[config.mk]
export PLATFORM = sky130hd
export DESIGN_NAME = xm23_pic
export DESIGN_NICKNAME = d
export VERILOG_FILES = /design/src/rtl/xm23_pkg.sv /design/src/rtl/pic_arbiter.sv /design/src/rtl/xm23_pic.sv
export SDC_FILE = /design/constraint.sdc
export NUM_CORES = 1
export LEC_CHECK = 0
export CAP_MARGIN = 10
export CORE_MARGIN = 3
export CORE_UTILIZATION = 50
export DETAILED_ROUTE_END_ITERATION = 12
export GPL_ROUTABILITY_DRIVEN = 0
export PLACE_DENSITY = 0.71
export SLEW_MARGIN = 20
export SYNTH_ARGS = -nofsm -noshare
export SYNTH_HDL_FRONTEND = slang
export SYNTH_SLANG_ARGS = --single-unit
[constraint.sdc]
create_clock -name Clock -period 17.1 [get_ports Clock]
set_input_delay 4.275 -clock Clock [delete_from_list [all_inputs] [get_ports Clock]]
set_output_delay 4.275 -clock Clock [all_outputs]
set_load 0.02 [all_outputs]
[src/rtl/xm23_pkg.sv]
// xm23 shared definitions for the interrupt controller.
// State encoding, pic_out layout and default vector base.
package xm23_pkg;

  localparam logic [3:0] VECT_BASE_DEF = 4'd8;

  localparam int PO_VALID  = 7;
  localparam int PO_PRI_HI = 6;
  localparam int PO_PRI_LO = 4;
  localparam int PO_VEC_HI = 3;
  localparam int PO_VEC_LO = 0;

  typedef enum logic {
    PIC_IDLE = 1'b0,
    PIC_ACK  = 1'b1
  } pic_state_e;

  function automatic logic [7:0] pic_word(
    input logic [2:0] p,
    input logic [3:0] v
  );
    logic [7:0] w;
    w = '0;
    w[PO_VALID] = 1'b1;
    w[PO_PRI_HI:PO_PRI_LO] = p;
    w[PO_VEC_HI:PO_VEC_LO] = v;
    return w;
  endfunction

endpackage

[src/rtl/pic_arbiter.sv]
// xm23 PIC arbiter: highest priority pending+enabled source.
// Ties resolve to the lowest source index.
module pic_arbiter #(
  parameter int NSRC = 8
) (
  input  logic [NSRC-1:0]      pending,
  input  logic [NSRC-1:0]      en,
  input  logic [NSRC-1:0][2:0] pri,
  output logic                 found,
  output logic [2:0]           index,
  output logic [2:0]           prio
);

  // Scan high-to-low so an equal priority at a lower index wins.
  always_comb begin
    found = 1'b0;
    index = 3'd0;
    prio  = 3'd0;
    for (int i = NSRC - 1; i >= 0; i--) begin
      if (pending[i] && en[i] && (!found || pri[i] >= prio)) begin
        found = 1'b1;
        index = 3'(i);
        prio  = pri[i];
      end
    end
  end

endmodule

[src/rtl/xm23_pic.sv]
// xm23 programmable interrupt controller.
// Edge-latched sources, priority arbitration, CPU ack handshake.
module xm23_pic
  import xm23_pkg::*;
#(
  parameter int         NSRC      = 8,
  parameter logic [3:0] VECT_BASE = VECT_BASE_DEF
) (
  input  logic            Clock,
  input  logic            Reset,
  input  logic [NSRC-1:0] irq_src,
  input  logic            cfg_we,
  input  logic [2:0]      cfg_addr,
  input  logic [3:0]      cfg_data,
  input  logic [2:0]      cpu_pri,
  input  logic            pic_read,
  output logic            irq,
  output logic [7:0]      pic_out
);

  logic [NSRC-1:0]      src_q;
  logic [NSRC-1:0]      pending;
  logic [NSRC-1:0]      en;
  logic [NSRC-1:0][2:0] pri;
  logic [NSRC-1:0]      rise;
  logic [NSRC-1:0]      clr;

  pic_state_e state_q, state_n;

  logic       found;
  logic [2:0] win_idx;
  logic [2:0] win_pri;
  logic       irq_n;
  logic [7:0] out_n;

  assign rise = irq_src & ~src_q;

  pic_arbiter #(.NSRC(NSRC)) u_arb (
    .pending (pending),
    .en      (en),
    .pri     (pri),
    .found   (found),
    .index   (win_idx),
    .prio    (win_pri)
  );

  // Ack handshake next-state, pending clear and output staging.
  always_comb begin
    state_n = state_q;
    clr     = '0;
    out_n   = pic_out;
    unique case (state_q)
      PIC_IDLE: begin
        if (pic_read) begin
          if (irq && found) begin
            out_n   = pic_word(win_pri, 4'(VECT_BASE + {1'b0, win_idx}));
            clr     = NSRC'(1) << win_idx;
            state_n = PIC_ACK;
          end else begin
            out_n = 8'h00;
          end
        end
      end
      PIC_ACK: begin
        out_n   = 8'h00;
        state_n = PIC_IDLE;
      end
      default: begin
        out_n   = 8'h00;
        state_n = PIC_IDLE;
      end
    endcase
    irq_n = (state_n == PIC_IDLE) && found && (win_pri > cpu_pri);
  end

  // State, pending latches, configuration and registered outputs.
  always_ff @(posedge Clock) begin
    if (Reset) begin
      src_q   <= irq_src;
      pending <= '0;
      en      <= '0;
      pri     <= '0;
      state_q <= PIC_IDLE;
      irq     <= 1'b0;
      pic_out <= 8'h00;
    end else begin
      src_q   <= irq_src;
      pending <= (pending & ~clr) | rise;
      state_q <= state_n;
      irq     <= irq_n;
      pic_out <= out_n;
      if (cfg_we) begin
        for (int i = 0; i < NSRC; i++) begin
          if (cfg_addr == 3'(i)) begin
            en[i]  <= cfg_data[3];
            pri[i] <= cfg_data[2:0];
          end
        end
      end
    end
  end

endmodule

==> impl_metrics.json <==
{
  "tritoncts": "done",
  "ctsHoldBuffers": 0,
  "numCtsBuffers": 9,
  "status": "complete, no violations",
  "synth_adder_area_share_pct": 9.56,
  "cp_slowest_cell": "o311ai_1",
  "fin_nets": 423,
  "met1_length_um": 3270,
  "netlist_area_sq_um": 3140,
  "whs_ps": 455,
  "portBuffers": 30,
  "synth_top_family_by_area": "compound AO/OA/AOI/OAI gates",
  "grt_max_degree": 43,
  "critPathTopFamily": "compound AO/OA/AOI/OAI gates",
  "final_layout_size_suffix_gt1_share_pct": 7.85,
  "tightest_slew_ps": 967,
  "ys_warn_count": 0,
  "syn_inst": 351,
  "clock_path_buffers": 2,
  "critPathMostFrequentCell": "ha_1",
  "finClkSkew_ps": 3.81,
  "grt_pass1_vias": 2528,
  "synth_flop_cell": "dfxtp_1",
  "maxCapViolCount": 0,
  "grt_pass1_wl_um": 12500,
  "antenna_found_initial": 0,
  "first_pass_iters": 4,
  "rsz0062_at_grt": "false",
  "die_y_um": 85.3,
  "routed_wl_um": 7360,
  "synthSimpleGateAreaFrac_pct": 18.4,
  "path_buf_inv": 4,
  "clk_pin_slew_ps": 60,
  "antennaDiodeCount": 0,
  "dpl.cell_count": 441,
  "setup.worst_path.end_class": "register",
  "synth.distinct_cells": 51,
  "final_util_pct": 61.0,
  "avgSynthCellArea_sq_um": 8.95,
  "drt-vias-per-instance": 5.74,
  "syn_nets": 397,
  "setup_viol": 0,
  "final_cell_count_no_fill": 457,
  "leakage_uw": 0.00152,
  "cp_max_fo": 14,
  "insertion_delay_ps": 330,
  "cp.required_ps": 17320,
  "powerDensity_nw_per_um2": 74.9,
  "async_reset_ff_share_pct": 0,
  "hp-class": "reg2reg",
  "drc": 0,
  "ys_ff_latch": 57,
  "fin_tns_setup_ps": 0,
  "fin_crit_sh_pct": 64.4,
  "clk_root_buffer_cell": "clkbuf_8",
  "wl_met3_um": 292,
  "start_util_pct": 52.4,
  "die_w_um": 85.3,
  "wl_per_cell_um": 16.1,
  "post-cts-setup-buffer-count": 0,
  "core-area_sq_um": 5990,
  "ir_worst_vdd_mv": 0.0776,
  "ant_nets": 0,
  "io_pins": 31,
  "area_growth_pct": 16.4,
  "overflow": 0,
  "num_vias": 2624,
  "finalHoldViolations": 0,
  "layout_min_cycle_time_ps": 11020,
  "synth_edf_count": 0,
  "slew_viol_final": 0,
  "die-area_sq_um": 7270,
  "dp.final_hpwl_um": 5510,
  "drtIter0Drc": 164,
  "highest_layer": "met4",
  "cts.sinks": 57,
  "ys_seq_area_share_pct": 36.3,
  "synth_compound_area_share_pct": 18.9,
  "htreeDepth": 3,
  "cp-start-kind": "register",
  "synthXorXnorAreaFrac_pct": 0,
  "fmax_mhz": 90.8,
  "wl_met2_um": 3640,
  "criticalPathCategory": "reg2reg",
  "synth_mux_area_share_pct": 12.3,
  "track_usage_pct": 22.1,
  "cp_data_arrival_time_ps": 11230,
  "slew_headroom_pct": 35.4,
  "cts_resized": 0,
  "slowest_delay_ps": 510,
  "rows": 28
}
## synthesized netlist by cell type, types with 5 or more instances
master | instances | area, sq um
a21o_1 | 9 | 67.6
a21oi_1 | 18 | 90.1
a221o_1 | 5 | 50.1
a22oi_1 | 7 | 52.6
and3_1 | 5 | 31.3
clkbuf_1 | 12 | 45.0
dfxtp_1 | 57 | 1140
ha_1 | 24 | 300
inv_1 | 18 | 67.6
mux2i_1 | 34 | 340
nand2_1 | 21 | 78.8
nand2b_1 | 11 | 68.8
nor2_1 | 46 | 173
nor2b_1 | 5 | 31.3
nor3_1 | 8 | 40.0
o21ai_0 | 6 | 30.0
## cell usage in the layout, fill, tap and decap left out, drive strengths merged, types with 5 or more instances in the layout
cell,count
dfxtp,57
nor2,46
mux2i,34
clkdlybuf4s50,30
ha,24
nand2,21
a21oi,19
inv,18
clkbuf,13
nand2b,11
o21ai,10
a21o,9
nor3,8
a22oi,7
nor2b,5
and3,5
a221o,5
## layer usage
layer  GRT usage (%)  vias to the layer above
met3            6.60                       18
met5               0                        -
met4            6.76                        0
met2            36.2                       54
li1                -                     1318
met1            28.0                     1234
## metrics by stage
step                      worst slack, ps  total power (uW)  area (sq um)
after floorplan                      7280               157          3140
after global placement               6470               166          3480
after detailed placement             6200               167          3480
after CTS                            6110               278          3650
after global routing                 5330               287          3660
final                                6080               274          3660
## final timing paths
kind                      to  depth (start not counted)  slack [ps]        from
setup / recovery         irq                         46        6080  pending[7]
hold / removal    pic_out[0]                          2         450  pic_out[0]
setup reg to reg         irq                         46        6080  pending[7]
hold reg to reg   pic_out[0]                          2         450  pic_out[0]
## area by class of cell
type                       instances  area, sq um
inverter                          18         67.6
sequential                        57         1140
fill                             544         2330
clock inverter                     3         15.0
timing repair buffer              32          315
multi-input combinational        259         1860
clock buffer                      13          159
tap                               75         93.8
## registers in the layout, summed over array words and instances, names as in the netlist
signal / cells
en: 8
pic_out: 7
pending: 8
pri: 24
src_q: 8
state_q: 1
irq: 1
## power by group
part | switching (uW) | internal [uW]
sequential | 3.56 | 137
clock | 49.5 | 59.8
combinational | 12.4 | 11.7
## cell families (layout without fill, tap and decap cells)
kind of cell    count (synthesis)  in the layout
simple gates                  119            119
compound gates                 78             78
flops                          57             57
mux                            38             38
buf+inv                        35             66
fa+ha+maj                      24             24
## worst reg2reg max path: cells and delay by family, from the launching register on
kind / cells / cell delay (ps)
multiplexers: 3 / 1150
adder cells (fa/ha/maj): 8 / 2230
AND/OR/NAND/NOR: 11 / 1730
flip-flops: 1 / 450
buffers and inverters: 4 / 480
AO/OA/AOI/OAI: 20 / 4860
Note: power is estimated with default switching activity, not from simulation.
